[config.mk]
export PLATFORM = sky130hd
export DESIGN_NAME = dafx_axi_slave
export DESIGN_NICKNAME = d
export VERILOG_FILES = /design/src/rtl/dafx_axi_slave.sv
export SDC_FILE = /design/constraint.sdc
export NUM_CORES = 1
export LEC_CHECK = 0
export ABC_AREA = 1
export BUFFER_PORTS_ARGS = -buffer_cell sky130_fd_sc_hd__buf_2
export CAP_MARGIN = 5
export CORE_AREA = 2 2 444 446
export CTS_CLUSTER_SIZE = 14
export DETAILED_ROUTE_END_ITERATION = 8
export DIE_AREA = 0 0 446 448
export SYNTH_ARGS = -nofsm -noshare
export SYNTH_HDL_FRONTEND = slang
export SYNTH_SLANG_ARGS = --single-unit
export TNS_END_PERCENT = 1
[constraint.sdc]
create_clock -name clk -period 2.3 [get_ports clk]
set_input_delay 0.23 -clock clk [delete_from_list [all_inputs] [get_ports clk]]
set_output_delay 0.23 -clock clk [all_outputs]
set_load 0.03 [all_outputs]
[src/rtl/dafx_axi_slave.sv]
// AXI4-Lite register file for the DAFX audio subsystem: RW config registers,
// RO status/version, and one-cycle command pulses for the write-only clear registers.
`timescale 1ns/1ps
module dafx_axi_slave #(
  parameter int                          AXI_ADDR_WIDTH_P = 16,
  parameter int                          AXI_DATA_WIDTH_P = 64,
  parameter logic [AXI_DATA_WIDTH_P-1:0] HW_VERSION_P     = 64'h0000_0000_0001_0000
) (
  input  logic                          clk,
  input  logic                          rst_n,
  input  logic [AXI_ADDR_WIDTH_P-1:0]   awaddr_i,
  input  logic                          awvalid_i,
  output logic                          awready_o,
  input  logic [AXI_DATA_WIDTH_P-1:0]   wdata_i,
  input  logic [AXI_DATA_WIDTH_P/8-1:0] wstrb_i,
  input  logic                          wvalid_i,
  output logic                          wready_o,
  output logic [1:0]                    bresp_o,
  output logic                          bvalid_o,
  input  logic                          bready_i,
  input  logic [AXI_ADDR_WIDTH_P-1:0]   araddr_i,
  input  logic                          arvalid_i,
  output logic                          arready_o,
  output logic [AXI_DATA_WIDTH_P-1:0]   rdata_o,
  output logic [1:0]                    rresp_o,
  output logic                          rvalid_o,
  input  logic                          rready_i,
  output logic [AXI_DATA_WIDTH_P-1:0]   cr_mix_out_gain_o,
  output logic [AXI_DATA_WIDTH_P-1:0]   cr_mix_ch_gain_0_o,
  output logic [AXI_DATA_WIDTH_P-1:0]   cr_mix_ch_gain_1_o,
  output logic [AXI_DATA_WIDTH_P-1:0]   cr_mix_ch_gain_2_o,
  output logic [AXI_DATA_WIDTH_P-1:0]   cr_mix_ch_gain_3_o,
  output logic [AXI_DATA_WIDTH_P-1:0]   cr_osc0_waveform_o,
  output logic [AXI_DATA_WIDTH_P-1:0]   cr_osc0_frequency_o,
  output logic [AXI_DATA_WIDTH_P-1:0]   cr_osc0_duty_cycle_o,
  output logic [AXI_DATA_WIDTH_P-1:0]   cr_cpu_led_o,
  input  logic [AXI_DATA_WIDTH_P-1:0]   sr_cir_min_adc_i,
  input  logic [AXI_DATA_WIDTH_P-1:0]   sr_cir_max_adc_i,
  input  logic [AXI_DATA_WIDTH_P-1:0]   sr_cir_min_dac_i,
  input  logic [AXI_DATA_WIDTH_P-1:0]   sr_cir_max_dac_i,
  input  logic [AXI_DATA_WIDTH_P-1:0]   sr_mix_out_left_i,
  input  logic [AXI_DATA_WIDTH_P-1:0]   sr_mix_out_right_i,
  output logic                          cmd_clear_adc_amplitude_o,
  output logic                          cmd_clear_irq_0_o,
  output logic                          cmd_clear_irq_1_o
);

  localparam int STRB_W = AXI_DATA_WIDTH_P / 8;
  localparam int NUM_CR = 9;

  // Word index = byte address [15:3]; 8-byte stride, low bits ignored.
  localparam logic [12:0] IDX_VERSION   = 13'd0;
  localparam logic [12:0] IDX_CR_FIRST  = 13'd1;
  localparam logic [12:0] IDX_CR_LAST   = 13'd9;
  localparam logic [12:0] IDX_MIN_ADC   = 13'd10;
  localparam logic [12:0] IDX_MAX_ADC   = 13'd11;
  localparam logic [12:0] IDX_MIN_DAC   = 13'd12;
  localparam logic [12:0] IDX_MAX_DAC   = 13'd13;
  localparam logic [12:0] IDX_CLR_ADC   = 13'd14;
  localparam logic [12:0] IDX_CLR_IRQ0  = 13'd15;
  localparam logic [12:0] IDX_CLR_IRQ1  = 13'd16;
  localparam logic [12:0] IDX_MIX_LEFT  = 13'd17;
  localparam logic [12:0] IDX_MIX_RIGHT = 13'd18;

  localparam logic [1:0] RESP_OKAY   = 2'b00;
  localparam logic [1:0] RESP_SLVERR = 2'b10;

  typedef enum logic { W_IDLE, W_RESP } wstate_e;
  typedef enum logic { R_IDLE, R_DATA } rstate_e;

  wstate_e                       wstate_q, wstate_d;
  logic                          aw_done_q, aw_done_d;
  logic                          w_done_q, w_done_d;
  logic [12:0]                   aw_idx_q, aw_idx_d;
  logic [AXI_DATA_WIDTH_P-1:0]   wdata_q, wdata_d;
  logic [STRB_W-1:0]             wstrb_q, wstrb_d;
  logic                          bvalid_q, bvalid_d;
  logic [1:0]                    bresp_q, bresp_d;
  logic [2:0]                    cmd_q, cmd_d;
  logic [AXI_DATA_WIDTH_P-1:0]   cr_q [NUM_CR];
  logic [AXI_DATA_WIDTH_P-1:0]   cr_d [NUM_CR];

  rstate_e                       rstate_q, rstate_d;
  logic                          rvalid_q, rvalid_d;
  logic [AXI_DATA_WIDTH_P-1:0]   rdata_q, rdata_d;
  logic [1:0]                    rresp_q, rresp_d;

  logic [12:0]                   ar_idx;
  logic [AXI_DATA_WIDTH_P-1:0]   rd_data;
  logic [1:0]                    rd_resp;
  logic                          wr_is_rw, wr_is_cmd;
  logic [3:0]                    wr_cr_sel;

  assign wr_is_rw  = (aw_idx_q >= IDX_CR_FIRST) && (aw_idx_q <= IDX_CR_LAST);
  assign wr_is_cmd = (aw_idx_q == IDX_CLR_ADC) || (aw_idx_q == IDX_CLR_IRQ0) ||
                     (aw_idx_q == IDX_CLR_IRQ1);
  assign wr_cr_sel = aw_idx_q[3:0] - 4'd1;

  // Each channel stays closed from its capture until the write response completes.
  assign awready_o = !aw_done_q;
  assign wready_o  = !w_done_q;

  // ---------------- write path ----------------
  always_comb begin
    // NOTE: every signal gets a default first so no path leaves one unassigned (no latches).
    wstate_d  = wstate_q;
    aw_done_d = aw_done_q;
    w_done_d  = w_done_q;
    aw_idx_d  = aw_idx_q;
    wdata_d   = wdata_q;
    wstrb_d   = wstrb_q;
    bvalid_d  = bvalid_q;
    bresp_d   = bresp_q;
    cmd_d     = '0;
    cr_d      = cr_q;

    unique case (wstate_q)
      W_IDLE: begin
        if (awvalid_i && !aw_done_q) begin
          aw_done_d = 1'b1;
          aw_idx_d  = awaddr_i[15:3];
        end
        if (wvalid_i && !w_done_q) begin
          w_done_d = 1'b1;
          wdata_d  = wdata_i;
          wstrb_d  = wstrb_i;
        end
        if (aw_done_q && w_done_q) begin
          if (wr_is_rw) begin
            for (int b = 0; b < STRB_W; b++) begin
              if (wstrb_q[b]) cr_d[wr_cr_sel][b*8 +: 8] = wdata_q[b*8 +: 8];
            end
          end
          cmd_d[0] = (aw_idx_q == IDX_CLR_ADC);
          cmd_d[1] = (aw_idx_q == IDX_CLR_IRQ0);
          cmd_d[2] = (aw_idx_q == IDX_CLR_IRQ1);
          bresp_d  = (wr_is_rw || wr_is_cmd) ? RESP_OKAY : RESP_SLVERR;
          bvalid_d = 1'b1;
          wstate_d = W_RESP;
        end
      end
      W_RESP: begin
        if (bready_i) begin
          bvalid_d  = 1'b0;
          aw_done_d = 1'b0;
          w_done_d  = 1'b0;
          wstate_d  = W_IDLE;
        end
      end
      default: wstate_d = W_IDLE;
    endcase
  end

  always_ff @(posedge clk or negedge rst_n) begin
    if (!rst_n) begin
      wstate_q  <= W_IDLE;
      aw_done_q <= 1'b0;
      w_done_q  <= 1'b0;
      aw_idx_q  <= '0;
      wdata_q   <= '0;
      wstrb_q   <= '0;
      bvalid_q  <= 1'b0;
      bresp_q   <= RESP_OKAY;
      cmd_q     <= '0;
      // NOTE: the register array is reset word by word; these are config flops, not RAM.
      for (int i = 0; i < NUM_CR; i++) cr_q[i] <= '0;
    end else begin
      wstate_q  <= wstate_d;
      aw_done_q <= aw_done_d;
      w_done_q  <= w_done_d;
      aw_idx_q  <= aw_idx_d;
      wdata_q   <= wdata_d;
      wstrb_q   <= wstrb_d;
      bvalid_q  <= bvalid_d;
      bresp_q   <= bresp_d;
      cmd_q     <= cmd_d;
      cr_q      <= cr_d;
    end
  end

  // ---------------- read path ----------------
  assign ar_idx    = araddr_i[15:3];
  assign arready_o = (rstate_q == R_IDLE);

  always_comb begin
    rd_data = '0;
    rd_resp = RESP_OKAY;
    if ((ar_idx >= IDX_CR_FIRST) && (ar_idx <= IDX_CR_LAST)) begin
      rd_data = cr_q[ar_idx[3:0] - 4'd1];
    end else begin
      unique case (ar_idx)
        IDX_VERSION:   rd_data = HW_VERSION_P;
        IDX_MIN_ADC:   rd_data = sr_cir_min_adc_i;
        IDX_MAX_ADC:   rd_data = sr_cir_max_adc_i;
        IDX_MIN_DAC:   rd_data = sr_cir_min_dac_i;
        IDX_MAX_DAC:   rd_data = sr_cir_max_dac_i;
        IDX_MIX_LEFT:  rd_data = sr_mix_out_left_i;
        IDX_MIX_RIGHT: rd_data = sr_mix_out_right_i;
        IDX_CLR_ADC, IDX_CLR_IRQ0, IDX_CLR_IRQ1: rd_data = '0;
        default:       rd_resp = RESP_SLVERR;
      endcase
    end
  end

  always_comb begin
    rstate_d = rstate_q;
    rvalid_d = rvalid_q;
    rdata_d  = rdata_q;
    rresp_d  = rresp_q;
    unique case (rstate_q)
      R_IDLE: begin
        if (arvalid_i) begin
          rdata_d  = rd_data;
          rresp_d  = rd_resp;
          rvalid_d = 1'b1;
          rstate_d = R_DATA;
        end
      end
      R_DATA: begin
        if (rready_i) begin
          rvalid_d = 1'b0;
          rstate_d = R_IDLE;
        end
      end
      default: rstate_d = R_IDLE;
    endcase
  end

  always_ff @(posedge clk or negedge rst_n) begin
    if (!rst_n) begin
      rstate_q <= R_IDLE;
      rvalid_q <= 1'b0;
      rdata_q  <= '0;
      rresp_q  <= RESP_OKAY;
    end else begin
      rstate_q <= rstate_d;
      rvalid_q <= rvalid_d;
      rdata_q  <= rdata_d;
      rresp_q  <= rresp_d;
    end
  end

  assign bvalid_o = bvalid_q;
  assign bresp_o  = bresp_q;
  assign rvalid_o = rvalid_q;
  assign rdata_o  = rdata_q;
  assign rresp_o  = rresp_q;

  assign cr_mix_out_gain_o    = cr_q[0];
  assign cr_mix_ch_gain_0_o   = cr_q[1];
  assign cr_mix_ch_gain_1_o   = cr_q[2];
  assign cr_mix_ch_gain_2_o   = cr_q[3];
  assign cr_mix_ch_gain_3_o   = cr_q[4];
  assign cr_osc0_waveform_o   = cr_q[5];
  assign cr_osc0_frequency_o  = cr_q[6];
  assign cr_osc0_duty_cycle_o = cr_q[7];
  assign cr_cpu_led_o         = cr_q[8];

  assign cmd_clear_adc_amplitude_o = cmd_q[0];
  assign cmd_clear_irq_0_o         = cmd_q[1];
  assign cmd_clear_irq_1_o         = cmd_q[2];

endmodule

== After elaboration in Yosys (flattened, before gate mapping) ==
Cells that the tools add are included.

* Register bits after elaboration: 738
* Bits of input ports: 495
* Output and inout bits: 652
* Logic and storage cells: 154

* Add/sub/neg operators: 2
* Order comparisons: 7
* Equality and inequality tests: 18
* Mux-type cells: 79
* Bitwise gates (word level): 4
* Reductions and logical operators: 22

{| class="wikitable"
|+ Operators by type and width
! kind !! count
|-
| $mux W576 || 29
|-
| $bwmux W576 || 8
|-
| $demux W64 S4 || 8
|-
| $pmux W64 S7 || 1
|-
| $bmux W64 S4 || 1
|-
| $mux W64 || 4
|-
| $eq A13 B4 Y1 const B || 8
|-
| $mux W56 || 1
|-
| $eq A13 B5 Y1 const B || 4
|-
| $mux W48 || 1
|-
| $mux W40 || 1
|-
| $mux W32 || 1
|-
| $ge A13 B1 Y1 const B || 2
|-
| $le A13 B4 Y1 const B || 2
|-
| $mux W24 || 1
|-
| $mux W16 || 1
|-
| $reduce_and A2 Y1 || 8
|-
| $logic_not A13 Y1 || 1
|-
| $ne A2 B2 Y1 const B || 6
|-
| $pmux W1 S2 || 6
|-
| $ge A5 B5 Y1 const B || 2
|-
| $mux W1 || 10
|-
| $not A4 Y5 || 2
|-
| $reduce_or A10 Y1 || 1
|-
| 10 further kinds || 23
|}

== Logic depth before layout (Yosys ltp) ==
Gate-level depths: netlist (run 1).

* Depth in word-level cells: 43
* Depth in mapped cells: 18
* Depth with buffers taken out: 12

== Worst setup path before layout (run 1) ==
OpenSTA, ideal clock, no wires.

* Path type: input -> register
* Start point: input araddr_i[3]
* End point: register rdata_q[56] (netlist: rdata_o[56])
* Setup time: 117 ps
* Arrival time: 2,552 ps
* Data required time: 2,183 ps
* Setup slack: -370 ps
* Cell stages on the path: 18
* Path buffers: 6
* Cell sequence: clkbuf_1 -> inv_2 -> buf_2 -> clkbuf_1 -> clkbuf_1 -> ha_1 -> clkinv_1 -> clkbuf_1 -> clkbuf_1 -> nor2_1 -> o21ai_0 -> nand3_1 -> nand3_1 -> nand2_1 -> nand2_1 -> nand2_1 -> nand2_1 -> nand2_1

* Longest elaborated chain between the ends: 6
* Elaborated cells between the ends (all ways): 17

{| class="wikitable"
|+ RTL lines
! element !! line !! text
|-
| from (decl) || 21 || <nowiki>input logic [AXI_ADDR_WIDTH_P-1:0] araddr_i,</nowiki>
|-
| $sub A4 B1 Y4 || 189 || <nowiki>rd_data = cr_q[ar_idx[3:0] - 4'd1];</nowiki>
|-
| $not A4 Y5 (implied by the code) || 189 ||
|-
| $bmux W64 S4 || 189 ||
|-
| $mux W64 (implied by the code) (2 in series) || 189 ||
|-
| $mux W64 * || 188 || <nowiki>if ((ar_idx >= IDX_CR_FIRST) && (ar_idx <= IDX_CR_LAST)) begin</nowiki>
|-
| to (signal assigned) || 238 || <nowiki>rdata_q <= rdata_d;</nowiki>
|-
| to (decl) || 85 || <nowiki>logic [AXI_DATA_WIDTH_P-1:0] rdata_q, rdata_d;</nowiki>
|}

Every way passes the cells marked *; elsewhere a longest branch is shown, timed or not. The select of a mux whose other input is x is not followed.
A chain may end at the register's enable or synchronous reset.

== Worst setup path in the final report (run 1) ==
* Start point: input araddr_i[10]
* End point: register rdata_q[19] (netlist: rdata_o[19])

* Longest elaborated chain between the ends: 3
* Elaborated cells between the ends (all ways): 12

{| class="wikitable"
|+ RTL lines
! element !! line
|-
| $ge A13 B1 Y1, or another cell as far along || 188
|-
| $logic_and A1 B1 Y1 / $pmux W64 S7 (equally long branches) || 188, 191
|-
| $mux W64 * || 188
|}

Every way passes the cells marked *; elsewhere a longest branch is shown, timed or not.

==> results of run 1 <==
==> stage by stage <==
stage	total power, mW	area, sq um
finish	37.7	54700
CTS	37.7	54100
global placement	22.6	49400
floorplan	18.7	38300
detailed placement	22.7	49400
global route	39.1	54600
==> registers in the layout (all words and copies together), names as in the netlist, 3 cells and up <==
name                  cells
cr_mix_ch_gain_0_o       64
cr_cpu_led_o             64
cmd_q                     3
aw_idx_q                 13
cr_mix_ch_gain_2_o       64
rdata_o                  64
wdata_q                  64
cr_osc0_duty_cycle_o     64
cr_osc0_frequency_o      64
cr_mix_out_gain_o        64
cr_osc0_waveform_o       64
cr_mix_ch_gain_1_o       64
cr_mix_ch_gain_3_o       64
wstrb_q                   8
==> synthesized netlist by cell type, types with 5 or more instances <==
library cell	number
a21oi_1	72
buf_1	17
buf_12	5
buf_2	91
buf_4	16
buf_6	20
clkbuf_1	188
dfrtp_1	736
inv_1	148
inv_2	75
mux2_2	15
nand2_1	1627
nand3_1	651
nand4_1	9
nand4_4	69
nor2_1	414
nor3_1	8
o211ai_1	65
o21ai_0	132
o21ai_1	579
==> kinds of logic (layout without fill, tap and decap cells) <==
group / after synthesis / in the layout / share of synthesized area (%)
AOI/OAI and AO/OA: 849 / 849 / 11.5
xor gates and xnor gates: 2 / 2 / 0.0458
adders and majority gates: 4 / 4 / 0.131
buffers and inverters: 563 / 1993 / 6.65
DFF: 736 / 736 / 48.2
muxes: 15 / 15 / 0.442
other: 1 / 24 / 0.00981
and+or+nand+nor: 2789 / 2794 / 33.0
==> path summary, 6_finish.rpt <==
check / endpoint / slack (ps) / cells past startpoint
hold / removal: rdata_o[18] / 80 / 9
setup / recovery: rdata_o[19] / 6 / 16
min in group asynchronous: wdata_q[21] / 100 / 2
max in group asynchronous: bvalid_o / 1210 / 3
setup reg to reg: cr_osc0_frequency_o[11] / 50 / 12
hold reg to reg: rvalid_o / 440 / 1
==> critical path, stage by stage <==
cell           delay (ps)
buf_2                 100
nor2_1                200
nand2_2               230
nor2_4                260
buf_12                230
buf_4                 170
nand3_1                70
nand2_1                70
dlygate4sd3_1         560
inv_2                  30
nand2_1                60
dlygate4sd3_1         550
nand2_1                50
nand2_1                60
nand2_1                50
nand2_1                50
==> power groups by stage <==
stage	Clock [mW]	Sequential (mW)	Combinational (mW)
3_3_place_gp	0	14.7	7.90
3_5_place_dp	0	14.7	8.01
5_1_grt	15.4	14.6	9.13
2_1_floorplan	0	14.2	4.48
4_1_cts	15.0	14.5	8.30
6_report	14.6	14.5	8.55
==> routing by layer <==
metal / global-route usage (%) / wire (microns)
met5: 0 / 38
met4: 15.4 / 18000
met3: 4.04 / 16100
met2: 34.2 / 105000
met1: 27.5 / 91700
==> what timing repair did <==
item                       4_1_cts  5_1_grt
buffers inserted                 4        9
pin swaps                        2       12
hold endpoints to repair       587        0
setup endpoints to repair      179      448
gates resized for setup          4       62
hold buffers                   170        0
cloned                           0        8
==> area by class of cell <==
class / instances / share of cell area, %
sequential: 736 / 33.7
multi-input combinational: 3666 / 32.3
timing repair buffer: 1610 / 21.1
tap: 2542 / 5.82
clock buffer: 128 / 4.67
inverter: 224 / 1.57
clock inverter: 31 / 0.705
antenna: 22 / 0.101
==> placed cells by master (no fill, tap or decap), drive strengths merged, types with 86 or more instances in the layout <==
cell and instances:
nand4 86, nand2 1628, dfrtp 736, clkbuf 131
dlygate4sd3 170, nand3 652, inv 227, nor2 417
o21ai 711, buf 1437
==> results.py, run 1 <==
metrics = {
    "cts": {
        "clkLatencyLatePin_ps": 740,
        "clock_sinks": 736,
        "cts_tree": "built",
        "cts.clk_slew.worst_paths_ps": 70,
        "htree_levels": 3,
        "cts-root-buf": "clkbuf_16",
        "ctsLongestPathBuffers": 3,
        "cts_buffers": 89,
    },
    "finish": {
        "fin_cells": 8959,
        "multi_input_area_sq_mm": 0.0177,
        "fin_util_pct": 28.1,
        "num-fill-cells": 21100,
        "syn_to_final_growth_pct": 43.0,
        "regArea_sq_mm": 0.0184,
        "layout.nets": 6826,
        "layout-drive-gt1-share_pct": 28.4,
    },
    "worst_setup_path": {
        "worstReg2RegStart": "w_done_q",
        "start_kind": "primary input",
        "worstPathArrival_ps": 2970,
        "end_kind": "flop",
        "crit_type": "in -> reg",
        "crit_fanout": 20,
        "cp.required_ps": 2980,
        "cp-startpoint": "araddr_i[10]",
    },
    "timing": {
        "worstMarginPinSlew_ps": 1170,
        "worst_slack_ps": 5.73,
        "hold_viol": 0,
        "fin_worst_skew_ps": 38.8,
        "rsz0062_at_grt": "yes",
        "hold-worst-slack_ps": 75.4,
        "setup_violations": 0,
        "layout_min_cycle_time_ps": 2290,
        "setup_tns_ps": 0,
        "slew_violations": 0,
        "fmax_mhz": 436,
        "max_slew_margin_pct": 22.2,
        "period_share_pct": 99.8,
    },
    "placement": {
        "post-place-cells": 8587,
        "place_ws_ps": -337,
        "place_hpwl_microns": 181000,
        "io_buffers": 1138,
        "place_congestion": 0.969,
    },
    "pwr": {
        "p_sw_share_pct": 35.5,
        "cellPowerDensity_mw_per_mm2": 690,
        "p_sw_mw": 13.4,
        "peakVddDrop_uv": 704,
        "combinationalPowerShare_pct": 22.7,
        "p_clk_share_pct": 38.8,
        "leakage_nw": 28.5,
        "internal_power_mw": 24.3,
        "pwr-share-seq_pct": 38.6,
    },
    "yosys": {
        "synth-main-ff-cell": "dfrtp_1",
        "synth_warnings": 0,
        "synth_top_cell_area_share_pct": 48.2,
        "async_reset_ff_share_pct": 100,
        "syn_inst": 4959,
        "synth_area_leader_cell": "dfrtp_1",
        "avgSynthCellArea_sq_um": 7.71,
        "ys_seq_elements": 736,
        "synth_area_leaders": "dfrtp_1 (48%), nand2_1 (16%), nand3_1 (8.5%)",
        "synth_area_sq_mm": 0.0382,
        "yosysUniqueCellTypes": 34,
        "synth_edf_count": 0,
        "yosysSeqAreaShare_pct": 48.2,
    },
    "hold_path": {
        "hp-class": "in -> reg",
        "hold_start": "sr_mix_out_left_i[18]",
    },
    "grt": {
        "gr-total-overflow": 0,
        "grt_max_degree": 99,
        "antenna_found_initial": 44,
        "grt_pass1_vias": 38800,
        "grt_use_total_pct": 22.0,
        "grt_pass1_wl_microns": 310000,
    },
    "detailed_routing": {
        "drt-vias-per-instance": 4.67,
        "postRouteAntennaNets": 0,
        "dr.pass1.iters": 6,
        "drt_iter0_markers": 4830,
        "routedWlPerCell_microns": 25.7,
        "drt-total-wl_microns": 231000,
        "route.detailed.drc": 0,
        "vias": 41900,
    },
    "floorplanning": {
        "coreArea_sq_mm": 0.195,
        "rows": 162,
        "ioPinCount": 1147,
        "die_h_microns": 448,
        "die_x_microns": 446,
        "die_area_sq_mm": 0.200,
        "start_util_pct": 19.6,
    },
    "job": {
        "maxCapViolCount": 0,
    },
    "outcome": {
        "status": "completed",
    },
}
Note: power is estimated with default switching activity, not from simulation.
==> inputs of run 2 (changes only) <==
--- a/config.mk
+++ b/config.mk
@@ -5,13 +5,13 @@
 export SDC_FILE = /design/constraint.sdc
 export NUM_CORES = 1
 export LEC_CHECK = 0
-export ABC_AREA = 1
 export BUFFER_PORTS_ARGS = -buffer_cell sky130_fd_sc_hd__buf_2
 export CAP_MARGIN = 5
-export CORE_AREA = 2 2 444 446
+export CORE_AREA = 2 2 451 453
 export CTS_CLUSTER_SIZE = 14
 export DETAILED_ROUTE_END_ITERATION = 8
-export DIE_AREA = 0 0 446 448
+export DIE_AREA = 0 0 453 455
+export PLACE_DENSITY_LB_ADDON = 0.05
 export SYNTH_ARGS = -nofsm -noshare
 export SYNTH_HDL_FRONTEND = slang
 export SYNTH_SLANG_ARGS = --single-unit
==> results.py, run 2 <==
metrics = {
    "floorplanning": {
        "die_h_microns": 455,
        "ioPinCount": 1147,
        "start_util_pct": 17.4,
        "die_area_sq_mm": 0.206,
        "coreArea_sq_mm": 0.201,
        "die_x_microns": 453,
        "rows": 165,
    },
    "finish": {
        "num-fill-cells": 21100,
        "layout.nets": 4512,
        "final_common_cell": "buf_2",
        "layout-drive-gt1-share_pct": 60.0,
        "syn_to_final_growth_pct": 55.8,
        "final_cell_mix": "buf_2 (1136), dfrtp_1 (736), mux2_2 (354)",
        "fin_cells": 6813,
    },
    "detailed_routing": {
        "route.detailed.drc": 2,
        "drt-vias-per-instance": 4.44,
        "routedWlPerCell_microns": 34.8,
        "postRouteAntennaNets": 0,
        "vias": 30300,
        "drt_iter0_markers": 2878,
        "dr.pass1.iters": 9,
        "drt-total-wl_microns": 237000,
    },
    "job": {
        "maxCapViolCount": 0,
    },
    "cts": {
        "cts-root-buf": "clkbuf_16",
        "cts.clk_slew.worst_paths_ps": 50,
        "ctsLongestPathBuffers": 3,
        "cts_buffers": 104,
        "clkLatencyLatePin_ps": 780,
        "clock_sinks": 736,
        "cts_tree": "built",
        "htree_levels": 3,
    },
    "yosys": {
        "ys_seq_elements": 736,
        "synth_area_sq_mm": 0.0349,
        "synth_area_leaders": "dfrtp_1 (53%), mux2_2 (16%), mux4_2 (8.3%)",
        "synth_edf_count": 0,
        "synth_top_cell_area_share_pct": 52.7,
        "yosysUniqueCellTypes": 53,
        "synth_area_leader_cell": "dfrtp_1",
        "synth_common_cells": "dfrtp_1 (736), mux2_2 (501), mux2_4 (160), nand2_1 (136), mux4_2 (128)",
        "syn_inst": 2362,
        "synth-main-ff-cell": "dfrtp_1",
        "yosysSeqAreaShare_pct": 52.7,
        "yosysMostFrequentCell": "dfrtp_1",
        "synth_warnings": 0,
        "avgSynthCellArea_sq_um": 14.8,
        "async_reset_ff_share_pct": 100,
    },
    "worst_setup_path": {
        "end_kind": "flop",
        "cp.required_ps": 2920,
        "worstPathArrival_ps": 3120,
        "start_kind": "flop",
        "cp-startpoint": "aw_idx_q[7]",
        "crit_fanout": 34,
        "crit_type": "reg -> reg",
        "worstReg2RegStart": "aw_idx_q[7]",
    },
    "timing": {
        "hold-worst-slack_ps": 58.6,
        "fmax_mhz": 400,
        "setup_tns_ps": -74320,
        "max_slew_margin_pct": 57.9,
        "slew_violations": 0,
        "hold_viol": 0,
        "rsz0062_at_grt": "yes",
        "period_share_pct": 109,
        "worstMarginPinSlew_ps": 632,
        "layout_min_cycle_time_ps": 2500,
        "worst_slack_ps": -199,
        "fin_worst_skew_ps": 46.4,
        "setup_violations": 576,
    },
    "outcome": {
        "status": "finished, violations left",
        "violations": "design-rule violations, negative setup slack",
    },
    "hold_path": {
        "hp-class": "in -> reg",
        "hold_start": "araddr_i[9]",
    },
    "placement": {
        "post-place-cells": 6258,
        "io_buffers": 1138,
        "place_hpwl_microns": 185000,
        "place_congestion": 0.963,
    },
    "grt": {
        "grt_pass1_vias": 30800,
        "gr-total-overflow": 0,
        "antenna_found_initial": 130,
        "grt_max_degree": 69,
        "grt_pass1_wl_microns": 309000,
        "grt_use_total_pct": 22.3,
    },
    "pwr": {
        "leakage_nw": 26.4,
        "cellPowerDensity_mw_per_mm2": 724,
        "peakVddDrop_uv": 555,
    },
}
run 2: cell count changes in the layout (fill, tap and decap cells not counted), moves of 125 or more:
cell           change
nor2_1           -393
nand2_1         -1455
dlygate4sd3_1    +150
o21ai_1          -573
nand3_1          -645
inv_1            -136
mux4_2           +128
mux2_2           +339
a222oi_1         +125
mux2_4           +307
run 2: logic make-up (layout without fill, tap and decap cells):
group | Yosys count | count (layout) | share of synthesized area (%)
muxes | 789 | 789 | 31.3
xor gates and xnor gates | 2 | 2 | 0.0502
and+or+nand+nor | 267 | 267 | 3.94
buffers and inverters | 219 | 1950 | 3.58
AOI/OAI and AO/OA | 344 | 344 | 8.27
DFF | 736 | 736 | 52.7
other | 1 | 49 | 0.0107
adders and majority gates | 4 | 4 | 0.143
run 2: layer usage:
layer  global-route usage [%]  share of wire, %
met1                     28.0                41
met2                     37.2                49
met3                     6.53               7.3
met4                     5.55               2.5
met5                        0              0.20
run 2: worst max-delay path, stage by stage, from the launching register on:
cell,delay [ps]
dfrtp_1,380
or4_4,600
nor4b_4,340
buf_12,280
and3_1,250
buf_12,150
mux2_2,330
run 2: cell type report:
cell class / count / area, sq um / area share, %
Sequential cell: 736 / 18400 / 33.8
Multi-Input combinational cell: 1408 / 16200 / 29.7
Inverter: 8 / 30.0 / 0.0552
Timing Repair Buffer: 1755 / 12800 / 23.4
Clock inverter: 39 / 562 / 1.03
Antenna cell: 47 / 118 / 0.216
Tap cell: 2672 / 3340 / 6.14
Clock buffer: 148 / 3030 / 5.57
run 2: through the flow:
step	total power, mW	area (sq um)	util (%)	worst slack, ps
after floorplan	17.7	35100	-	-12.7
after global placement	21.7	46700	23.2	-582
after detailed placement	21.7	46700	23.2	-525
after CTS	40.1	54200	26.9	-240
after global routing	41.0	54300	27.0	-329
final	39.4	54400	27.0	-199
run 2: where the power goes:
group,internal (mW),switching [mW],leakage [nW]
Sequential,13.9,2.79,10.1
Clock,10.6,6.92,1.77
Combinational,2.53,2.76,14.6
run 2: path summary, 6_finish.rpt:
kind                                           endpoint  slack (ps)  depth (start not counted)
min in group asynchronous        cr_osc0_waveform_o[28]          90                          2
worst max-delay path            cr_osc0_frequency_o[60]        -200                          6
worst max register to register  cr_osc0_frequency_o[60]        -200                          6
max in group asynchronous                   aw_idx_q[3]        1210                          3
worst min-delay path                         rresp_o[1]          60                          6
worst min register to register                 rvalid_o         470                          1
run 2: timing repair:
| item | CTS | global route |
|---|---|---|
| setup endpoints to repair | 580 | 581 |
| pin swaps | 9 | 2 |
| hold buffers | 320 | 0 |
| resized for setup | 173 | 23 |
| gates cloned | 0 | 0 |
| buffers inserted | 0 | 1 |
| endpoints found under the hold margin | 852 | 0 |
